### src/rtl/sram_ctrl_pkg.sv
// Shared types and helpers for the TS1DA32KX32 SRAM initiator.
// Optional power-up init walk is enabled by defining SRAM_CTRL_INIT_EN.
package sram_ctrl_pkg;

    localparam int SRAM_AW   = 15;
    localparam int SRAM_DW   = 32;
    localparam int SRAM_NB   = SRAM_DW / 8;
    localparam int RSP_DEPTH = 2;
    localparam int CNT_W     = $clog2(RSP_DEPTH + 1);

    typedef struct packed {
        logic               we;
        logic [SRAM_AW-1:0] addr;
        logic [SRAM_NB-1:0] be;
        logic [SRAM_DW-1:0] wdata;
    } sram_req_t;

    // Macro byte mask is active-low: a 0 bit enables that lane.
    function automatic logic [SRAM_NB-1:0] be_to_bwb(input logic [SRAM_NB-1:0] be);
        return ~be;
    endfunction

endpackage

### src/rtl/sram_ctrl_rsp_buf.sv
// Two-entry in-order read-response FIFO; push and pop may coincide.
module sram_ctrl_rsp_buf
    import sram_ctrl_pkg::*;
#(
    parameter int W = SRAM_DW
) (
    input  logic             CLK,
    input  logic             RSTB,
    input  logic             push_i,
    input  logic [W-1:0]     wdata_i,
    input  logic             pop_i,
    output logic [W-1:0]     rdata_o,
    output logic [CNT_W-1:0] count_o
);

    logic [W-1:0]     mem_q [RSP_DEPTH];
    logic             wr_ptr_q, rd_ptr_q;
    logic [CNT_W-1:0] count_q, count_d;

    always_comb begin
        count_d = count_q;
        case ({push_i, pop_i})
            2'b10:   count_d = count_q + CNT_W'(1);
            2'b01:   count_d = count_q - CNT_W'(1);
            default: count_d = count_q;
        endcase
    end

    always_ff @(posedge CLK or negedge RSTB) begin
        if (!RSTB) begin
            for (int i = 0; i < RSP_DEPTH; i++) mem_q[i] <= '0;
            wr_ptr_q <= 1'b0;
            rd_ptr_q <= 1'b0;
            count_q  <= '0;
        end else begin
            if (push_i) begin
                mem_q[wr_ptr_q] <= wdata_i;
                wr_ptr_q        <= ~wr_ptr_q;
            end
            if (pop_i) rd_ptr_q <= ~rd_ptr_q;
            count_q <= count_d;
        end
    end

    assign rdata_o = mem_q[rd_ptr_q];
    assign count_o = count_q;

endmodule

### src/rtl/sram_ctrl.sv
// Core-side valid/ready initiator for the TS1DA32KX32 single-port SRAM.
// Define SRAM_CTRL_INIT_EN to fill the array with INIT_VALUE after reset.
module sram_ctrl
    import sram_ctrl_pkg::*;
#(
    parameter int                numAddr    = SRAM_AW,
    parameter int                numOut     = SRAM_DW,
    parameter int                wordDepth  = 32768,
    parameter int                numByte    = SRAM_NB,
    parameter logic [numOut-1:0] INIT_VALUE = '0
) (
    input  logic               CLK,
    input  logic               RSTB,
    input  logic               req_valid,
    output logic               req_ready,
    input  logic               req_we,
    input  logic [numAddr-1:0] req_addr,
    input  logic [numByte-1:0] req_be,
    input  logic [numOut-1:0]  req_wdata,
    output logic               rsp_valid,
    input  logic               rsp_ready,
    output logic [numOut-1:0]  rsp_rdata,
    output logic               init_done,
    output logic [numAddr-1:0] A,
    output logic               CEB,
    output logic               OEB,
    output logic               GWEB,
    output logic               BWEB,
    output logic [numByte-1:0] BWB,
    output logic [numOut-1:0]  DIN,
    input  logic [numOut-1:0]  DOUT
);

    sram_req_t        req;
    logic             accept, rd_acc, buf_pop;
    logic             rd_inflight_q, rd_inflight_d;
    logic [CNT_W-1:0] buf_count;
    logic [2:0]       occ;
    logic             init_walk;
    logic [numAddr-1:0] walk_addr;

    assign req = '{we: req_we, addr: req_addr, be: req_be, wdata: req_wdata};

`ifdef SRAM_CTRL_INIT_EN
    localparam logic [numAddr:0] INIT_END = (numAddr + 1)'(wordDepth);
    logic [numAddr:0] init_cnt_q, init_cnt_d;

    assign init_done  = (init_cnt_q == INIT_END);
    assign init_cnt_d = init_done ? init_cnt_q : init_cnt_q + (numAddr + 1)'(1);

    always_ff @(posedge CLK or negedge RSTB) begin
        if (!RSTB) init_cnt_q <= '0;
        else       init_cnt_q <= init_cnt_d;
    end

    assign init_walk = RSTB & ~init_done;
    assign walk_addr = init_cnt_q[numAddr-1:0];
`else
    assign init_done = 1'b1;
    assign init_walk = 1'b0;
    assign walk_addr = '0;
`endif

    // A same-cycle pop frees its slot, which keeps reads streaming at one per cycle.
    assign buf_pop   = rsp_valid & rsp_ready;
    assign occ       = 3'(buf_count) - 3'(buf_pop) + 3'(rd_inflight_q);
    assign req_ready = RSTB & init_done & (occ < 3'(RSP_DEPTH));
    assign accept    = req_valid & req_ready;
    assign rd_acc    = accept & ~req.we;
    assign rd_inflight_d = rd_acc;

    always_ff @(posedge CLK or negedge RSTB) begin
        if (!RSTB) rd_inflight_q <= 1'b0;
        else       rd_inflight_q <= rd_inflight_d;
    end

    always_comb begin
        CEB  = 1'b1;
        GWEB = 1'b1;
        BWEB = 1'b1;
        BWB  = '1;
        A    = '0;
        DIN  = '0;
        if (init_walk) begin
            CEB  = 1'b0;
            GWEB = 1'b0;
            BWB  = '0;
            A    = walk_addr;
            DIN  = INIT_VALUE;
        end else if (accept) begin
            if (!req.we) begin
                CEB = 1'b0;
                A   = req.addr;
            end else if (req.be == '1) begin
                CEB  = 1'b0;
                GWEB = 1'b0;
                BWB  = be_to_bwb(req.be);
                A    = req.addr;
                DIN  = req.wdata;
            end else if (req.be != '0) begin
                CEB  = 1'b0;
                BWEB = 1'b0;
                BWB  = be_to_bwb(req.be);
                A    = req.addr;
                DIN  = req.wdata;
            end
        end
    end

    assign OEB = 1'b0;

    sram_ctrl_rsp_buf #(.W(numOut)) u_rsp_buf (
        .CLK     (CLK),
        .RSTB    (RSTB),
        .push_i  (rd_inflight_q),
        .wdata_i (DOUT),
        .pop_i   (buf_pop),
        .rdata_o (rsp_rdata),
        .count_o (buf_count)
    );

    assign rsp_valid = (buf_count != '0);

endmodule

### config.mk
export PLATFORM = sky130hd
export DESIGN_NAME = sram_ctrl
export DESIGN_NICKNAME = d
export VERILOG_FILES = /design/src/rtl/sram_ctrl_pkg.sv /design/src/rtl/sram_ctrl_rsp_buf.sv /design/src/rtl/sram_ctrl.sv
export SDC_FILE = /design/constraint.sdc
export NUM_CORES = 1
export LEC_CHECK = 0
export BUFFER_PORTS_ARGS = -buffer_cell sky130_fd_sc_hd__buf_2
export CAP_MARGIN = 10
export CELL_PAD_IN_SITES_DETAIL_PLACEMENT = 1
export CELL_PAD_IN_SITES_GLOBAL_PLACEMENT = 1
export CORE_MARGIN = 4
export CORE_UTILIZATION = 32
export DETAILED_ROUTE_END_ITERATION = 16
export GPL_ROUTABILITY_DRIVEN = 0
export PLACE_DENSITY_LB_ADDON = 0.1
export SYNTH_ARGS = -nofsm -noshare
export SYNTH_HDL_FRONTEND = slang
export SYNTH_SLANG_ARGS = --single-unit
### constraint.sdc
create_clock -name CLK -period 2.3 [get_ports CLK]
set_clock_uncertainty 0.05 [all_clocks]
set_input_delay 0.115 -clock CLK [delete_from_list [all_inputs] [get_ports CLK]]
set_output_delay 0.115 -clock CLK [all_outputs]
set_load 0.02 [all_outputs]
Word-level counts from Yosys, hierarchy flattened:

Index checks and enable logic that the tools add are counted.

* register bits: 69
* input port bits: 88
* word-level logic and storage cells: 60

* add/sub/neg operators: 4
* magnitude comparators: 4
* equality and inequality tests: 3
* mux-type cells: 29
* bitwise operators: 10
* reductions and logical operators: 4

Operators by type and width (number)
* $mux 32: 8
* $bwmux 64: 1
* $mux 15: 4
* $demux 32 s1: 1
* $mux 4: 4
* $mux 1: 10
* $and 1x1->1: 4
* $eq 4x4->1 const B: 1
* $ge 2x2->1 const B: 2
* $not 1->2: 2
* $not 4->4: 1
* $pmux 2 s2: 1
* $reduce_bool 2->1: 2
* $reduce_bool 4->1: 1
* $add 3x1->3: 1
* $lt 3x2->1 const B: 1
* $not 1->1: 3
* $sub 2x1->3: 1
* $add 2x1->2 const B: 1
* $eq 2x1->1 const B: 1
* $eq 2x2->1 const B: 1
* $lt 2x1->1 const B: 1
* $sub 2x1->2 const B: 1
* $logic_and 1x1->1: 1

Logic depth before layout (Yosys ltp):

Gate-level depths: netlist of the first run.

* word-level depth: 8
* mapped depth: 8
* mapped depth without buffers: 7

Hierarchy:

Synthesis of the first run repeated with hierarchy kept, for this count alone.

* cells, all modules: 265
* area, all modules: 3500.9 um^2

By module, submodules not included
* sram_ctrl_rsp_buf: times used 1, cells each 184, area an instance 2920.3 um^2
* sram_ctrl: times used 1, cells each 81, area an instance 580.6 um^2

Worst setup path after synthesis of the first run:

No wires, ideal clock.

* path type: reg2out
* from: reg u_rsp_buf.count_q[1], in the netlist u_rsp_buf.count_o[1]
* to: out DIN[10]
* data arrival time: 2.146 ns
* setup slack: -0.011 ns
* stages on the path, launching flop included: 9
* path through: dfrtp_1 -> nand2_1 -> mux2i_1 -> nand2_1 -> fa_1 -> nand4_1 -> nor3_4 -> buf_6 -> and2_4

* longest elaborated chain between the ends: 8

RTL lines
* from (decl): RTL line sram_ctrl_rsp_buf.sv:18 `logic [CNT_W-1:0] count_q, count_d;`
* from (signal assigned): RTL line sram_ctrl_rsp_buf.sv:41 `count_q <= count_d;`
* $reduce_bool 2->1: RTL line sram_ctrl.sv:122 `assign rsp_valid = (buf_count != '0);`
* $and 1x1->1: RTL line sram_ctrl.sv:65 `assign buf_pop = rsp_valid & rsp_ready;`
* $sub 2x1->3 *: RTL line sram_ctrl.sv:66 `assign occ = 3'(buf_count) - 3'(buf_pop) + 3'(rd_inflight_q);`
* $add 3x1->3 *: RTL line sram_ctrl.sv:66
* $lt 3x2->1 *: RTL line sram_ctrl.sv:67 `assign req_ready = RSTB & init_done & (occ < 3'(RSP_DEPTH));`
* $and 1x1->1 *: RTL line sram_ctrl.sv:67
* $and 1x1->1 *: RTL line sram_ctrl.sv:68 `assign accept = req_valid & req_ready;`
* $mux 32 *: RTL line sram_ctrl.sv:90 `end else if (accept) begin`
* to (decl): RTL line sram_ctrl.sv:30 `output logic [numOut-1:0] DIN,`

Every way passes the cells marked *; elsewhere a longest branch is shown, timed or not.

Worst setup path in the final report of the first run:

* from: reg u_rsp_buf.count_q[0], in the netlist u_rsp_buf.count_o[0]
* to: out DIN[1]

Same word-level chain as after synthesis.

==> metrics, run 1 <==
root buf cell clkbuf_8; Vias per Instance 4.53; die area 13000 sq um; DP HPWL 7230 microns; pre-CTS WS -0.000667 ns; register area 1730 sq um; Routed Wire Length 10100 microns; Worst setup SP type flip-flop; setup ws final -0.300 ns; Clock Pin Slew Worst Setup and Hold Paths 0.08 ns; worst setup path class flip-flop to output port; Final nets 571; WL/cell 16.2 microns; largest net degree at the start of global routing 68; RSZ-0062 raised after global routing true; status finished, violations left; Ant. Diodes 0; Final Slew Violations 0; clock buffer depth 2; FMAX 385 MHz; switching share of total power 34.9%; GR Overflow Total 0; Worst Tran Pin Value 0.850 ns; Slew HR 43.3%; CP Data Arrival Time 2.44 ns; crit path time final 2.60 ns; H-tree levels 3; largest area contributor in the netlist dfrtp_1; CP required 2.13 ns; main area contributors after synthesis dfrtp_1, mux2_2, and2_4; Mapped Cells 268; final setup violation count 54; routed via count 2841; I/O pin total 178; share of cells above drive strength 1 71.9%; area of the multi-input gates 1770 sq um; Core Area 10900 sq um; CTS tree built; residual DRC count 0; DRT Pass-1 Iters 3; violated checks setup timing; total CTS buffers 9; Cell Pwr Density 1080 nW/um^2; Antenna Nets Post-Route 0; post-synthesis cell type count 31; filler cell count in the final layout 1173; Hold Violations, Final 0; Iteration-0 DRC Markers 44; Yosys top cell area share 48.1%; CTS Sinks 69; Ys Warns 0; commonest non-fill, non-tap cell in the layout buf_2; Site Rows 38; Post-Syn Area per Cell 13.4 sq um; die span in y 114 microns; initial antenna violation count 0; Hold Slack 0.0303 ns; register area share after synthesis 48.1%; Area Growth Syn to Fin 54.2%; Synth Net Count 357; crit-path max FO 33; switching power 0.00209 W; maxcap violations 0; Seq pwr share 35.7%; Initial Util 33.0%; commonest non-fill, non-tap cells in the layout buf_2, mux2_2, dfrtp_1, and2_4, buf_6; Overall Global Routing Usage 15.5%; Die X-Extent 114 microns; clk_lat worst skew 0.34 ns; clock power share 19.7%; FF+latch count, synth 69; port buffer count 175; Logic pwr share 44.6%; via count of the first global-routing pass 3122; Tcrit/Tclk final 113%; P_int 0.00389 W; Mapped Area 3590 sq um; worst min path class input pin to flip-flop; global-route wire length before repair 15900 microns; Leak Pwr 2.64 nW; CP Capture Type output port; maximum vdd drop 0.561 mV
## power groups by stage
| stage | Combinational, W | Sequential (W) | Clock (W) |
|---|---|---|---|
| final | 0.00266 | 0.00213 | 0.00118 |
| after global routing | 0.00288 | 0.00223 | 0.00128 |
| after floorplan | 0.00189 | 0.00200 | 0 |
| after CTS | 0.00271 | 0.00214 | 0.00122 |
| after global placement | 0.00257 | 0.00212 | 0 |
| after detailed placement | 0.00261 | 0.00217 | 0 |
## worst paths after layout
kind	start	end	slack [ns]	cells past startpoint
setup / recovery	u_rsp_buf.count_o[0]	DIN[1]	-0.30	8
hold / removal	rsp_ready	u_rsp_buf.rd_ptr_q	0.03	3
hold reg to reg	u_rsp_buf.mem_q[44]	u_rsp_buf.mem_q[44]	0.43	1
setup reg to reg	u_rsp_buf.count_o[0]	rd_inflight_q	0.59	5
max in group asynchronous	RSTB	u_rsp_buf.mem_q[53]	1.05	3
min in group asynchronous	RSTB	u_rsp_buf.rd_ptr_q	0.11	2
## state kept, by name, summed over array words and instances, names as in the netlist
signal,flops
u_rsp_buf.rd_ptr_q,1
u_rsp_buf.count_o,2
rd_inflight_q,1
u_rsp_buf.mem_q,64
u_rsp_buf.wr_ptr_q,1
## layer usage
metal	wire length, microns	GRT usage [%]	vias to the layer above
li1	-	-	1337
met1	3880	17.1	1375
met2	5270	28.5	115
met3	841	4.24	14
met4	143	5.07	0
met5	0	0	-
## cell usage after synthesis, drive strengths merged
cell,n
and2,47
fa,1
nor2,3
nand3,1
nor3,3
dfrtp,69
conb,2
mux2,96
nor4,1
a21oi,2
xnor2,1
or3,1
nand2,10
inv,2
and4,1
or2,1
xor2,3
mux2i,1
nand4,2
nor2b,1
a211oi,1
clkbuf,1
buf,17
nand2b,1
## cells by family after synthesis
kind of cell,after synthesis,synth area share [%]
mux,97,30.4
simple gates,72,15.2
flops,69,48.1
buf+inv,20,3.73
xor+xnor,4,1.18
compound gates,3,0.627
other cells,2,0.209
fa+ha+maj,1,0.558
## repair_timing
action,CTS,global route
gates resized for setup,91,2
endpoints found under the setup margin,54,55
hold buffers,34,0
gates cloned,0,0
pin swaps,5,1
hold endpoints to repair,67,0
setup buffers,2,0
## final cells by class
| class | instances | share of cell area (%) |
|---|---|---|
| flip-flops and latches | 69 | 31.2 |
| well taps | 140 | 3.16 |
| multi-input cells | 179 | 32.0 |
| inverters | 2 | 0.136 |
| clock inverters | 6 | 2.01 |
| repair buffers | 221 | 29.2 |
| clock buffers | 10 | 2.31 |
## metrics by stage
| stage | total power, W | utilization (%) | setup TNS, ns | std cells | area, sq um |
|---|---|---|---|---|---|
| after floorplan | 0.00389 | - | 0 | 268 | 3590 |
| after global placement | 0.00469 | 42.7 | 0 | 575 | 4650 |
| after detailed placement | 0.00478 | 42.7 | -0.000667 | 575 | 4650 |
| after CTS | 0.00608 | 50.8 | -15.43 | 627 | 5530 |
| after global routing | 0.00639 | 50.9 | -23.19 | 627 | 5540 |
| final | 0.00597 | 50.9 | -13.92 | 627 | 5540 |
## worst max-delay path: stages, from the launching register on
cell	delay [ns]
dfrtp_1	0.36
mux2i_1	0.24
nand2_1	0.10
fa_1	0.45
xor2_4	0.22
nor3_4	0.24
buf_12	0.21
and2_1	0.16
buf_4	0.14
Note: power is estimated with default switching activity, not from simulation.
==> run 2: changes to the inputs <==
--- a/config.mk
+++ b/config.mk
@@ -14,6 +14,7 @@
 export DETAILED_ROUTE_END_ITERATION = 16
 export GPL_ROUTABILITY_DRIVEN = 0
 export PLACE_DENSITY_LB_ADDON = 0.1
+export SKIP_CTS_REPAIR_TIMING = 1
 export SYNTH_ARGS = -nofsm -noshare
 export SYNTH_HDL_FRONTEND = slang
 export SYNTH_SLANG_ARGS = --single-unit
==> run 2 against run 1 <==
  * The run still ends with setup timing left
  * Sequential share of layout area increased by 0.18 points
  * Register-to-register slack improved by 0.02 ns
  * Utilization decreased by 0.29 points
  * Count of clock-buffer cells in the layout unchanged
  * Routed wire length increased by 3.5%
  * Final area decreased by 0.56%
  * Via count increased by 1.7%
  * Global-route usage decreased by 1.0 points
  * Maximum frequency decreased by 2.8%
  * Die area unchanged
  * Highest routed layer unchanged
==> metrics, run 2 (synthesized netlist as in run 1, its figures left out) <==
DP HPWL 7230 microns (unchanged); Hold Slack 0.0424 ns (+0.0122 ns); maxcap violations 0 (unchanged); Hold Violations, Final 0 (unchanged); GR Overflow Total 0 (unchanged); die area 13000 sq um (unchanged); Leak Pwr 2.65 nW (+0.39%); commonest non-fill, non-tap cells in the layout buf_2, mux2_2, dfrtp_1, and2_4, dlygate4sd3_1; status finished, violations left; clk_lat worst skew 0.34 ns (about the same); r2r endpoint rd_inflight_q; Die X-Extent 114 microns (unchanged); Cell Pwr Density 1090 nW/um^2 (+0.71%); Clock Pin Slew Worst Setup and Hold Paths 0.07 ns (about the same); crit-path max cell delay 0.52 ns (+0.07 ns); initial antenna violation count 0 (unchanged); area of the multi-input gates 1760 sq um (-0.64%); Site Rows 38 (unchanged); clock buffer depth 2 (unchanged); worst hold start req_valid; I/O pin total 178 (unchanged); CP Data Arrival Time 2.51 ns (+0.07 ns); share of cells above drive strength 1 71.4% (-0.44 points); filler cell count in the final layout 1186 (+1.1%); Slew HR 43.2% (-0.10 points); Ant. Diodes 0 (unchanged); Min-Delay Endpoint rd_inflight_q; Final Slew Violations 0 (unchanged); port buffer count 175 (unchanged); CP max stage cell fa_1; H-tree levels 3 (unchanged); Tcrit/Tclk final 116% (+3.2 points); Overall Global Routing Usage 14.5% (-1.0 points); routed via count 2890 (+1.7%); Iteration-0 DRC Markers 59 (+34%); die span in y 114 microns (unchanged); global-route wire length before repair 14800 microns (-6.9%); worst min path class input pin to flip-flop; DRT Pass-1 Iters 3 (unchanged); RSZ-0062 raised after global routing true; Placed Cells 575 (unchanged); total CTS buffers 9 (unchanged); setup ws final -0.375 ns (-0.0745 ns); Final nets 574 (+0.53%); WL/cell 16.6 microns (+3.0%); fin cells 630 (+0.48%); Most flops, register u_rsp_buf.mem_q; register area 1730 sq um (unchanged); crit-path max FO 8 (-76%); crit path time final 2.67 ns (+0.0745 ns); Worst setup SP type flip-flop; via count of the first global-routing pass 2937 (-5.9%); violated checks setup timing; CTS tree built; residual DRC count 0 (unchanged); TNS Setup -16.93 ns (-3.01 ns); commonest non-fill, non-tap cell in the layout buf_2; crit-path most repeated cell buf_6; crit-path cells mux2i_2 > nand2_1 > fa_1 > nand4_1 > nor3_4 > buf_6 > buf_6 > and2_4 > buf_4; maximum vdd drop 0.587 mV (+4.7%); root buf cell clkbuf_8; Core Area 10900 sq um (unchanged); Initial Util 33.0% (unchanged); largest net degree at the start of global routing 68 (unchanged); worst r2r src u_rsp_buf.count_o[0]; CP Capture Type output port; Reg2Reg Depth 5 (unchanged); Routed Wire Length 10500 microns (+3.5%); worst setup path class flip-flop to output port; FMAX 374 MHz (-2.8%); Vias per Instance 4.59 (+1.2%); Antenna Nets Post-Route 0 (unchanged); pre-CTS WS -0.000667 ns (unchanged); reg2reg setup slack 0.61 ns (+0.02 ns); Largest register FFs 64 (unchanged); CTS Sinks 69 (unchanged); Area Growth Syn to Fin 53.3%; hold depth 3 (unchanged); final setup violation count 54 (unchanged); Worst Tran Pin Value 0.852 ns (+0.00157 ns); CP required 2.13 ns (about the same)
run 2: cell count changes in the layout (fill, tap and decap cells not counted), moves of 2 or more:
cell       change
clkbuf_16      +2
buf_2         +19
buf_6          -8
nand2_2        -4
nand2_1        +4
buf_4         -10
run 2: area by class of cell:
class | count | share of cell area, %
multi-input cells | 179 | 31.9
clock inverters | 6 | 2.02
repair buffers | 224 | 29.0
well taps | 140 | 3.18
flip-flops and latches | 69 | 31.4
inverters | 2 | 0.136
clock buffers | 10 | 2.32
run 2: layer usage:
layer / global-route usage (%) / routed length (microns) / part of all wire [%] / vias up
met5: 0 / 0 / 0 / -
met1: 16.3 / 3990 / 38 / 1419
met4: 4.75 / 133 / 1.3 / 0
li1: - / - / - / 1342
met3: 4.35 / 851 / 8.1 / 14
met2: 25.9 / 5510 / 53 / 115
run 2: per-stage QoR:
stage | power, W | util (%) | cell area, sq um
2_1_floorplan | 0.00389 | - | 3590
3_3_place_gp | 0.00469 | 42.7 | 4650
3_5_place_dp | 0.00478 | 42.7 | 4650
4_1_cts | 0.00599 | 44.9 | 4890
5_1_grt | 0.00639 | 50.6 | 5510
6_report | 0.00598 | 50.6 | 5510
run 2: report_power, final:
group          switching [W]  internal, W
clock network       0.000456     0.000721
registers           0.000333      0.00180
logic                0.00131      0.00136
run 2: how the worst max path moves through the flow:
| stage | from | to | slack (ns) | cells past startpoint |
|---|---|---|---|---|
| 3_3_place_gp | u_rsp_buf.count_o[0] | DIN[15] | 0.08 | 8 |
| 2_1_floorplan | u_rsp_buf.count_o[1] | A[10] | 0.03 | 8 |
| 5_1_grt | u_rsp_buf.count_o[0] | DIN[21] | -0.50 | 9 |
| 4_1_cts | u_rsp_buf.count_o[0] | DIN[16] | -0.39 | 8 |
| 6_report | u_rsp_buf.count_o[0] | DIN[7] | -0.37 | 9 |
| 3_5_place_dp | u_rsp_buf.count_o[0] | DIN[16] | -0.0007 | 8 |
run 2: critical path, delay by kind of cell, from the launching register on:
kind	cells	cell delay, ns
DFF	1	0.38
buffers and inverters	3	0.43
and+or+nand+nor	4	0.60
muxes	1	0.25
adders and majority gates	1	0.52
